===== config.mk =====
export PLATFORM = sky130hd
export DESIGN_NAME = gpio_bank
export DESIGN_NICKNAME = d
export VERILOG_FILES = /design/src/rtl/gpio_pkg.sv /design/src/rtl/gpio_sync.sv /design/src/rtl/gpio_bank.sv
export SDC_FILE = /design/constraint.sdc
export NUM_CORES = 1
export LEC_CHECK = 0
export BUFFER_PORTS_ARGS = -buffer_cell sky130_fd_sc_hd__buf_2
export CAP_MARGIN = 20
export CORE_MARGIN = 8
export CORE_UTILIZATION = 54
export CTS_CLUSTER_SIZE = 16
export DETAILED_ROUTE_END_ITERATION = 6
export PLACE_DENSITY = 0.75
export SLEW_MARGIN = 5
export SYNTH_ARGS = -nofsm -noshare
export SYNTH_HDL_FRONTEND = slang
export SYNTH_SLANG_ARGS = --single-unit

===== constraint.sdc =====
create_clock -name sys_clk -period 2.3 [get_ports sys_clk]
set_input_delay 0.575 -clock sys_clk [delete_from_list [all_inputs] [get_ports sys_clk]]
set_output_delay 0.575 -clock sys_clk [all_outputs]
set_load 0.005 [all_outputs]

===== src/rtl/gpio_pkg.sv =====
// Shared definitions for the GPIO bank: register map, index width and the
// decoded bus request used inside the block.
package gpio_pkg;

    localparam int GPIO_MAX_WIDTH = 32;
    localparam int REG_IDX_W      = 4;

    // Word index of each register, i.e. byte address [5:2].
    localparam logic [REG_IDX_W-1:0] GPIO_IN      = 4'h0;
    localparam logic [REG_IDX_W-1:0] GPIO_OUT     = 4'h1;
    localparam logic [REG_IDX_W-1:0] GPIO_OUT_SET = 4'h2;
    localparam logic [REG_IDX_W-1:0] GPIO_OUT_CLR = 4'h3;
    localparam logic [REG_IDX_W-1:0] GPIO_OUT_TGL = 4'h4;
    localparam logic [REG_IDX_W-1:0] GPIO_DIR     = 4'h5;
    localparam logic [REG_IDX_W-1:0] GPIO_IE      = 4'h6;
    localparam logic [REG_IDX_W-1:0] GPIO_RISE    = 4'h7;
    localparam logic [REG_IDX_W-1:0] GPIO_FALL    = 4'h8;
    localparam logic [REG_IDX_W-1:0] GPIO_STATUS  = 4'h9;

    typedef struct packed {
        logic                      we;
        logic [REG_IDX_W-1:0]      idx;
        logic [GPIO_MAX_WIDTH-1:0] wdata;
    } bus_req_t;

endpackage


===== src/rtl/gpio_sync.sv =====
// WIDTH-wide input synchroniser, SYNC_STAGES flops deep, synchronous reset.
module gpio_sync #(
    parameter int WIDTH       = 32,
    parameter int SYNC_STAGES = 2
) (
    input  logic             sys_clk,
    input  logic             sys_rst,
    input  logic [WIDTH-1:0] d,
    output logic [WIDTH-1:0] q
);

    logic [SYNC_STAGES-1:0][WIDTH-1:0] chain;

    always_ff @(posedge sys_clk) begin
        if (sys_rst) begin
            chain <= '0;
        end else begin
            chain[0] <= d;
            for (int i = 1; i < SYNC_STAGES; i++) begin
                chain[i] <= chain[i-1];
            end
        end
    end

    assign q = chain[SYNC_STAGES-1];

endmodule


===== src/rtl/gpio_bank.sv =====
// Memory-mapped GPIO bank: direction, atomic output ops, synchronised inputs
// and per-bit edge detection feeding a maskable level interrupt.
module gpio_bank
    import gpio_pkg::*;
#(
    parameter int WIDTH       = 32,
    parameter int SYNC_STAGES = 2
) (
    input  logic             sys_clk,
    input  logic             sys_rst,
    input  logic             bus_req,
    input  logic             bus_we,
    input  logic [5:0]       bus_addr,
    input  logic [31:0]      bus_wdata,
    output logic [31:0]      bus_rdata,
    output logic             bus_ack,
    input  logic [WIDTH-1:0] gpio_in,
    output logic [WIDTH-1:0] gpio_out,
    output logic [WIDTH-1:0] gpio_oe,
    output logic             irq
);

    localparam int WARM_W = $clog2(SYNC_STAGES + 2);

    bus_req_t req;
    logic [WIDTH-1:0] wd;
    logic             wr_en;
    logic [WIDTH-1:0] w1c;

    logic [WIDTH-1:0] out_q, dir_q, ie_q, rise_q, fall_q, status_q;
    logic [WIDTH-1:0] in_sync, in_prev, event_v;
    logic [WARM_W-1:0] warm_q;

    logic                      ack_q;
    logic [GPIO_MAX_WIDTH-1:0] rdata_q, rd_val;
    logic                      unused_bits;

    assign req = '{we: bus_we, idx: bus_addr[5:2], wdata: bus_wdata};
    assign wd    = req.wdata[WIDTH-1:0];
    assign wr_en = bus_req & req.we;
    assign w1c   = (wr_en && req.idx == GPIO_STATUS) ? wd : '0;
    assign unused_bits = ^{bus_addr[1:0], req.wdata};

    gpio_sync #(.WIDTH(WIDTH), .SYNC_STAGES(SYNC_STAGES)) u_sync (
        .sys_clk (sys_clk),
        .sys_rst (sys_rst),
        .d       (gpio_in),
        .q       (in_sync)
    );

    // Edges are ignored until the synchroniser and in_prev hold real samples.
    always_comb begin
        event_v = '0;
        if (warm_q == '0) begin
            event_v = (rise_q & in_sync & ~in_prev) | (fall_q & ~in_sync & in_prev);
        end
    end

    always_comb begin
        rd_val = '0;
        case (req.idx)
            GPIO_IN:     rd_val[WIDTH-1:0] = in_sync;
            GPIO_OUT:    rd_val[WIDTH-1:0] = out_q;
            GPIO_DIR:    rd_val[WIDTH-1:0] = dir_q;
            GPIO_IE:     rd_val[WIDTH-1:0] = ie_q;
            GPIO_RISE:   rd_val[WIDTH-1:0] = rise_q;
            GPIO_FALL:   rd_val[WIDTH-1:0] = fall_q;
            GPIO_STATUS: rd_val[WIDTH-1:0] = status_q;
            default:     rd_val = '0;
        endcase
    end

    always_ff @(posedge sys_clk) begin
        if (sys_rst) begin
            out_q    <= '0;
            dir_q    <= '0;
            ie_q     <= '0;
            rise_q   <= '0;
            fall_q   <= '0;
            status_q <= '0;
            in_prev  <= '0;
            warm_q   <= WARM_W'(SYNC_STAGES + 1);
            ack_q    <= 1'b0;
            rdata_q  <= '0;
        end else begin
            in_prev <= in_sync;
            if (warm_q != '0) warm_q <= warm_q - WARM_W'(1);

            if (wr_en) begin
                case (req.idx)
                    GPIO_OUT:     out_q  <= wd;
                    GPIO_OUT_SET: out_q  <= out_q | wd;
                    GPIO_OUT_CLR: out_q  <= out_q & ~wd;
                    GPIO_OUT_TGL: out_q  <= out_q ^ wd;
                    GPIO_DIR:     dir_q  <= wd;
                    GPIO_IE:      ie_q   <= wd;
                    GPIO_RISE:    rise_q <= wd;
                    GPIO_FALL:    fall_q <= wd;
                    default: ;
                endcase
            end

            // A fresh event outranks a same-cycle W1C on that bit.
            status_q <= (status_q & ~w1c) | event_v;

            ack_q   <= bus_req;
            rdata_q <= (bus_req && !req.we) ? rd_val : '0;
        end
    end

    // Reset arriving while an ack is pending drops that ack immediately.
    assign bus_ack   = ack_q & ~sys_rst;
    assign bus_rdata = rdata_q;
    assign gpio_out  = out_q;
    assign gpio_oe   = dir_q;
    assign irq       = |(status_q & ie_q);

endmodule


Word level (Yosys, flattened, before mapping)
Cells that the tools add are included.

Register bits after elaboration: 323.

$add $sub $neg: 1. Equality and inequality tests: 9. Mux-type cells: 4. Bitwise gates (word level): 19. Reductions and logical operators: 14.

Operator list (number): bitwise AND 32 bit (7); case mux 32 bit (7 select lines) (1); inverter 32 bit (4); case mux 32 bit (4 select lines) (1); bitwise OR 32 bit (3); two-way mux 32 bit (2); OR reduction 32 bit (1); XOR 32 bit (1); equality test 4 x 3 -> 1 bit, second input constant (4); AND reduction 2 bit (5); equality test 4 x 2 -> 1 bit, second input constant (2); equality test 4 bit, second input constant (2); equality test 4 x 1 -> 1 bit, second input constant (1); zero test 4 bit (1); nonzero test 4 bit (1); bitwise AND 1 bit (2); logical AND 1 bit (2); zero test 2 bit (1); inverter 1 bit (2); nonzero test 2 bit (1); OR reduction 2 bit (1); subtractor 2 x 1 -> 2 bit, second input constant (1); zero test 1 bit (1).

Logic depth before layout (Yosys ltp)
Gate-level depths: netlist (run 1).

Depth in word-level cells: 6. Mapped depth: 8.

Hierarchy
Synthesis (run 1) repeated with hierarchy kept, for this count alone.

Cells, all modules: 1622. Area, all modules: 14346.3 sq um.

By module, submodules not included: gpio_bank (instances 1, cells each 1455, area each 12187.9 sq um, seq. area each 5185.0 sq um); gpio_sync (instances 1, cells each 167, area each 2158.3 sq um, seq. area each 1281.2 sq um).

Least setup slack after synthesis (run 1)
No wires, ideal clock.

Kind: input-to-reg. Start: in bus_addr[2]. End: reg out_q[0] (netlist: gpio_out[0]). Library setup time: 0.119 ns. Arrival time: 1.774 ns. Required time: 2.181 ns. Slack: 0.407 ns. Cell stages on the path: 7. Path buffers: 3. Cells stage by stage: buf_2 nor4b_2 nor2b_1 buf_2 buf_6 a221oi_2 o2bb2ai_1.

Longest elaborated chain between the ends: 3. Elaborated cells on any way between the ends: 7.

Ends and longest elaborated chain: start, declared (line gpio_bank.sv:13) `input logic [5:0] bus_addr,`; equality test 4 x 3 -> 1 bit, or another cell as far along (line gpio_bank.sv:90) `case (req.idx)`; nonzero test 4 bit (no source line); AND reduction 2 bit (no source line); end signal, assigned (line gpio_bank.sv:91) `GPIO_OUT: out_q <= wd;`; end signal, assigned (line gpio_bank.sv:92) `GPIO_OUT_SET: out_q <= out_q | wd;`; end signal, assigned (line gpio_bank.sv:93) `GPIO_OUT_CLR: out_q <= out_q & ~wd;`; end, declared (line gpio_bank.sv:30) `logic [WIDTH-1:0] out_q, dir_q, ie_q, rise_q, fall_q, status_q;`.

Parallel ways exist; a longest one is shown, timed or not. A chain may end at the register's enable or synchronous reset.

Worst setup path in the final report (run 1)
Start: reg status_q[29]. End: out irq.

Longest elaborated chain between the ends: 2.

Ends and longest elaborated chain: start, declared (line gpio_bank.sv:30); start signal, assigned (line gpio_bank.sv:104) `status_q <= (status_q & ~w1c) | event_v;`; bitwise AND 32 bit (line gpio_bank.sv:116) `assign irq = |(status_q & ie_q);`; OR reduction 32 bit (line gpio_bank.sv:116); end, declared (line gpio_bank.sv:20) `output logic irq`.

Every way passes these cells.

==> run metrics, run 1 <==
clock share of power=46.9%; most frequent cells in the layout=nand2_1 (385), dfxtp_1 (320), a21oi_1 (192); share of layout cells above drive strength 1=21.1%; RR Startpoint=warm_q[0]$_SDFFE_PP1N_; Post-Synth Adder-Cell Area=5.88%; worst-path cell chain=a22oi_2 > nand4_1 > or4_4 > buf_2; post-synth top area share=46.7%; Post-Place Cells=2033; Hold Path Class=input pin to flop; total wire length=43400 um; die height=176 um; Overflow after GRT=0; Layout Utilization=65.6%; initial antenna violation count=2; Critical-path top delay cell=or4_4; P&R area growth vs syn=19.3%; vias in the first global route=12200; clock buffer depth=3; Yosys reg bits=323; Final period util=111%; Critical Path Source=status_q[29]$_SDFF_PP0_; pwr dens=752 mW/mm^2; Core Rows=58; Crit Path Max Fanout=3; switching share of power=23.0%; htree depth=2; Syn Area/Cell=8.71 sq um; dpl hpwl=29000 um; die width=176 um; xor/xnor share of the synthesized area=0.0633%; setup_tns=-252 ps; hold path startpoint=gpio_in[7]; die area=0.0310 sq mm; CORE AREA=0.0252 sq mm; CP bufs+invs=1; post-route ant nets=0; # hold bufs at CTS=0; area leader, netlist=dfxtp_1; Crit path max-delay family=simple AND/OR/NAND/NOR gates; total track usage=26.9%; Post-Synthesis Cells=1590; largest cells by area after synthesis=dfxtp_1 (47%), nand2_1 (10%), a21oi_1 (6.9%); Synth Area in Compound Gates=21.7%; Clock Latency Late Sink=510 ps; Setup crit end kind=output pin; Vias/cell=6.09; layout net count=1879; Peak VDD IR=0.633 mV; Ys Warns=0; top-level I/O count=172; Final Wtd Congestion=0.894; Critical Path AT=1980 ps; Worst Setup Start Kind=flop; Max Cap Violations=0; Clock Root Buffer=clkbuf_16; Residual DRC=0; post-synthesis mux area share=0.0723%; largest net degree at the start of global routing=178; Setup Skew=13.3 ps; initial DRC count=1659; Max Freq=0.392 GHz; Min Clock Period, post-route=2550 ps; DRT Pass-1 Iters=7; share of power burned in registers=46.5%; Non-Filler Instances=2096; first-pass GRT wire length=66800 um; Crit path largest cell delay=560 ps; failing checks=setup timing; Post-Syn Nets=1729; simple-gate share of the synthesized area=19.9%; Seq/Total Area, Yosys=46.7%; Req. time, crit path=1730 ps; DR vias=12800; max_slew headroom=49.5%; Initial Util=55.0%; CTS tree=done; Static Leakage=0.00618 uW; setup ws final=-252 ps; mapped cell area=0.0138 sq mm; Unique masters post-synth=35; Slew @ Worst Pin=757 ps; P_int=9570 uW; Comb pwr share=6.6%; drt wl/cell=20.7 um; Final Setup Violations=1; most common cell after layout, fill and taps aside=nand2_1; Final Max Tran Viols=0; RSZ-0062 raised after global routing=yes; largest family of logic cells by synthesized area=compound AO/OA/AOI/OAI gates; port buffer count=169; critical path type=flop to output pin; total CTS buffers=35; Final Hold Vio Count=0; Sw Pwr=2850 uW; clk slew on worst S/H paths=60 ps; CTS sink count=323; status=finished, violations left
-- cell families (layout without fill, tap and decap cells) --
kind of cell | after synthesis | after routing
AOI/OAI and AO/OA | 434 | 434
DFF | 323 | 323
muxes | 1 | 1
and+or+nand+nor | 580 | 580
xor gates and xnor gates | 1 | 1
adders and majority gates | 65 | 65
buffers and inverters | 186 | 360
other | 0 | 2
-- metrics by stage --
step                cell area, sq um  worst slack (ps)  total power, uW  hold slack [ps]
finish                         16500              -252            12400              267
global route                   16500              -249            12800              276
detailed placement             15300              50.3             6700              420
CTS                            16500              -244            12500              263
global placement               15300               105             6670              417
floorplan                      13800               407             6340              414
-- state kept, by name, indices dropped and copies added, names as in the netlist --
signal and flops:
rise_q 32, gpio_oe 32, ie_q 32, ack_q 1, bus_rdata 32, u_sync.q 32, gpio_out 32, in_prev 32
fall_q 32, u_sync.chain 32, warm_q 2, status_q 32
-- routing by layer --
layer	vias up	part of all wire (%)	global-route usage (%)
met5	-	0.060	0
met1	6049	39	34.2
met2	737	46	43.0
met3	142	11	5.73
li1	5842	-	-
met4	4	4.1	12.8
-- synth_stat cells --
cell and n:
nand2_1 385, dfxtp_1 323, a21oi_1 192, nor2b_1 103, clkbuf_1 79, inv_1 66, o21ai_0 66, ha_1 65
a222oi_1 64, or2_2 33, a31oi_1 32, nand3b_1 32, o2bb2ai_1 32, buf_2 31, a221oi_2 30, a22oi_1 16
buf_4 7, nand3_1 5, nand4_1 4, buf_6 3, nand2b_1 3, nor4bb_1 3, a221oi_1 2, nor2_1 2
nor4b_2 2, and4b_1 1, mux2i_1 1, nand4b_1 1, nor3_1 1, nor4_2 1, nor4b_1 1, nor4b_4 1
or3b_1 1, or4_1 1, xor2_1 1
-- path summary, 6_finish.rpt --
path                                 to  slack [ps]  cells after the start
min          u_sync.chain[7]$_SDFF_PP0_         270                      2
max reg2reg     status_q[18]$_SDFF_PP0_         690                      5
min reg2reg     u_sync.q[29]$_SDFF_PP0_         440                      1
max                                 irq        -250                      4
-- repair_timing --
action / CTS / global route
endpoints found under the setup margin: 1 / 1
setup buffers: 0 / 0
pin swaps: 4 / 3
resized for setup: 5 / 2
-- power by group through the flow --
stage          registers [uW]  clock network (uW)  logic, uW
2_1_floorplan            5880                   0        468
3_3_place_gp             5890                   0        774
3_5_place_dp             5900                   0        799
4_1_cts                  5770                5890        808
5_1_grt                  5780                6130        887
6_report                 5780                5820        825
-- layout make-up --
type                            count  area [sq um]
Fill cell                        2054          8660
Clock inverter                     15           199
Timing Repair Buffer              233          1470
Inverter                           66           248
Sequential cell                   323          6470
Multi-Input combinational cell   1081          6700
Tap cell                          330           413
Clock buffer                       46          1010
Antenna cell                        2          5.00
Note: power is estimated with default switching activity, not from simulation.
==> inputs of run 2 (changes only) <==
--- a/config.mk
+++ b/config.mk
@@ -5,13 +5,14 @@
 export SDC_FILE = /design/constraint.sdc
 export NUM_CORES = 1
 export LEC_CHECK = 0
-export BUFFER_PORTS_ARGS = -buffer_cell sky130_fd_sc_hd__buf_2
+export BUFFER_PORTS_ARGS = -buffer_cell sky130_fd_sc_hd__buf_4
 export CAP_MARGIN = 20
 export CORE_MARGIN = 8
 export CORE_UTILIZATION = 54
 export CTS_CLUSTER_SIZE = 16
 export DETAILED_ROUTE_END_ITERATION = 6
 export PLACE_DENSITY = 0.75
+export RECOVER_POWER = 50
 export SLEW_MARGIN = 5
 export SYNTH_ARGS = -nofsm -noshare
 export SYNTH_HDL_FRONTEND = slang
==> run 2 against run 1 <==
  * Clock-buffer cell count rose by 6
  * Total power down 4.3%
  * Utilization is 0.33 points higher
  * Non-clock buffer count shrank 4
  * Sequential power barely moved
  * Sequential share of layout area fell by 0.19 points
  * Sequential cell count is the same
  * First-iteration DRC count shrank 1.6%
  * Critical path type unchanged
  * Maximum frequency up 0.91%
  * The flow finishes with violations (DRC, setup timing)
  * Clock power fell by 9.6%
==> run metrics, run 2 (synthesis results as in run 1) <==
status=finished, violations left; failing checks=DRC, setup timing; Total Power=11900 uW (-4.3%); Critical-path top delay cell=or4_4; drt wl/cell=21.1 um (+2.0%); placed standard-cell area=0.0156 sq mm (+2.2%); pwr dens=716 mW/mm^2 (-4.8%); Crit Path Max Fanout=3 (unchanged); Crit path max-delay family=simple AND/OR/NAND/NOR gates; Hold Path Class=input pin to flop; htree depth=2 (unchanged); max_slew headroom=6.94% (-43 points); Clock Latency Late Sink=510 ps (about the same); Final Hold Vio Count=0 (unchanged); clk slew on worst S/H paths=60 ps (about the same); critical path type=flop to output pin; Final period util=110% (-1.0 points); Final Max Tran Viols=0 (unchanged); Storage cell area=0.00647 sq mm (about the same); area of the multi-input gates=0.00666 sq mm (-0.60%); Max Cap Violations=0 (unchanged); Final Setup Violations=11 (+10); Setup crit end kind=output pin; largest net degree at the start of global routing=88 (-51%); die height=176 um (unchanged); CP bufs+invs=1 (unchanged); CORE AREA=0.0252 sq mm (unchanged); RSZ-0062 raised after global routing=yes; DRT Pass-1 Iters=7 (unchanged); final instance area=0.0166 sq mm (+0.51%); Slew @ Worst Pin=1400 ps (+639 ps); Min Clock Period, post-route=2530 ps (-23.1 ps); Core Rows=58 (unchanged); total wire length=44000 um (+1.5%); top-level I/O count=172 (unchanged); Vias/cell=6.06 (-0.57%); Static Leakage=0.00607 uW (-1.9%); Setup Skew=13.7 ps (+0.344 ps); die area=0.0310 sq mm (unchanged); dpl hpwl=29200 um (+0.66%); Hold Path Depth=2 (unchanged); total track usage=27.6% (+0.73 points); die width=176 um (unchanged); Req. time, crit path=1730 ps (about the same); Critical Path AT=1950 ps (-30 ps); DR vias=12600 (-1.0%); vias in the first global route=12600 (+3.1%); clock buffer depth=3 (unchanged); R2R depth=5 (unchanged); initial DRC count=1632 (-1.6%); Residual DRC=4 (+4); P&R area growth vs syn=19.9%; most common cell after layout, fill and taps aside=nand2_1; port buffer count=169 (unchanged); most frequent cells in the layout=nand2_1 (385), dfxtp_1 (321), a21oi_1 (192); initial antenna violation count=3 (+1); worst-path cell chain=a22oi_1 > nand4_1 > or4_4 > buf_6; total CTS buffers=34 (-2.9%); Final Wtd Congestion=0.867 (-3.0%); Overflow after GRT=0 (unchanged); CTS tree=done; post-route ant nets=0 (unchanged); CTS sink count=323 (unchanged); Max Freq=0.395 GHz (+0.91%); Crit path depth=4 (unchanged); layout net count=1874 (-0.27%); share of layout cells above drive strength 1=19.9% (-1.2 points); Fill cells=2031 (-1.1%); Initial Util=55.0% (unchanged); Clock Root Buffer=clkbuf_16; setup ws final=-229 ps (+23.1 ps); Peak VDD IR=0.508 mV (-20%); first-pass GRT wire length=68700 um (+2.8%); hold slack=267 ps (+0.547 ps); Crit path largest cell delay=550 ps (about the same); Worst Setup Start Kind=flop
## run 2: through the flow
stage / setup TNS [ps] / worst slack [ps] / instances / utilization, %
final: -606 / -229 / 2086 / 65.9
after global routing: -2230 / -265 / 2086 / 65.9
after CTS: -224 / -224 / 2085 / 66.4
after detailed placement: 0 / 154 / 2028 / 62.0
after global placement: 0 / 175 / 2028 / 62.0
after floorplan: 0 / 407 / 1590 / -
## run 2: power by group
group	total [uW]	switching, uW	internal, uW
clock	5260	2160	3110
sequential	5780	77.6	5700
combinational	840	504	336
## run 2: final timing paths
path	slack [ps]	to	from
max reg2reg	400	warm_q[1]$_SDFFE_PP1N_	warm_q[0]$_SDFFE_PP1N_
max	-230	irq	status_q[19]$_SDFF_PP0_
min	270	u_sync.chain[14]$_SDFF_PP0_	gpio_in[14]
min reg2reg	430	u_sync.q[7]$_SDFF_PP0_	u_sync.chain[7]$_SDFF_PP0_
## run 2: layer usage
metal / share of wire, % / track usage (%) / routed length (um) / vias up
met2: 46 / 44.9 / 20500 / 749
met4: 4.3 / 13.7 / 1910 / 4
met3: 11 / 6.07 / 4820 / 154
met1: 38 / 34.2 / 16800 / 5913
li1: - / - / - / 5820
met5: 0.052 / 0 / 23 / -
## run 2: cell type report
cell class / instances / share of cell area [%]
diodes: 1 / 0.0151
clock buffers: 52 / 6.28
multi-input cells: 1081 / 40.1
well taps: 330 / 2.49
repair buffers: 229 / 10.5
clock inverters: 4 / 0.121
flip-flops and latches: 323 / 39.0
inverters: 66 / 1.49
## run 2: repair_timing
action / CTS / global route
hold endpoints to repair: 0 / 0
pin swaps: 5 / 3
resized for setup: 9 / 1
hold buffers: 0 / 0
buffers inserted: 1 / 0
setup endpoints to repair: 1 / 1
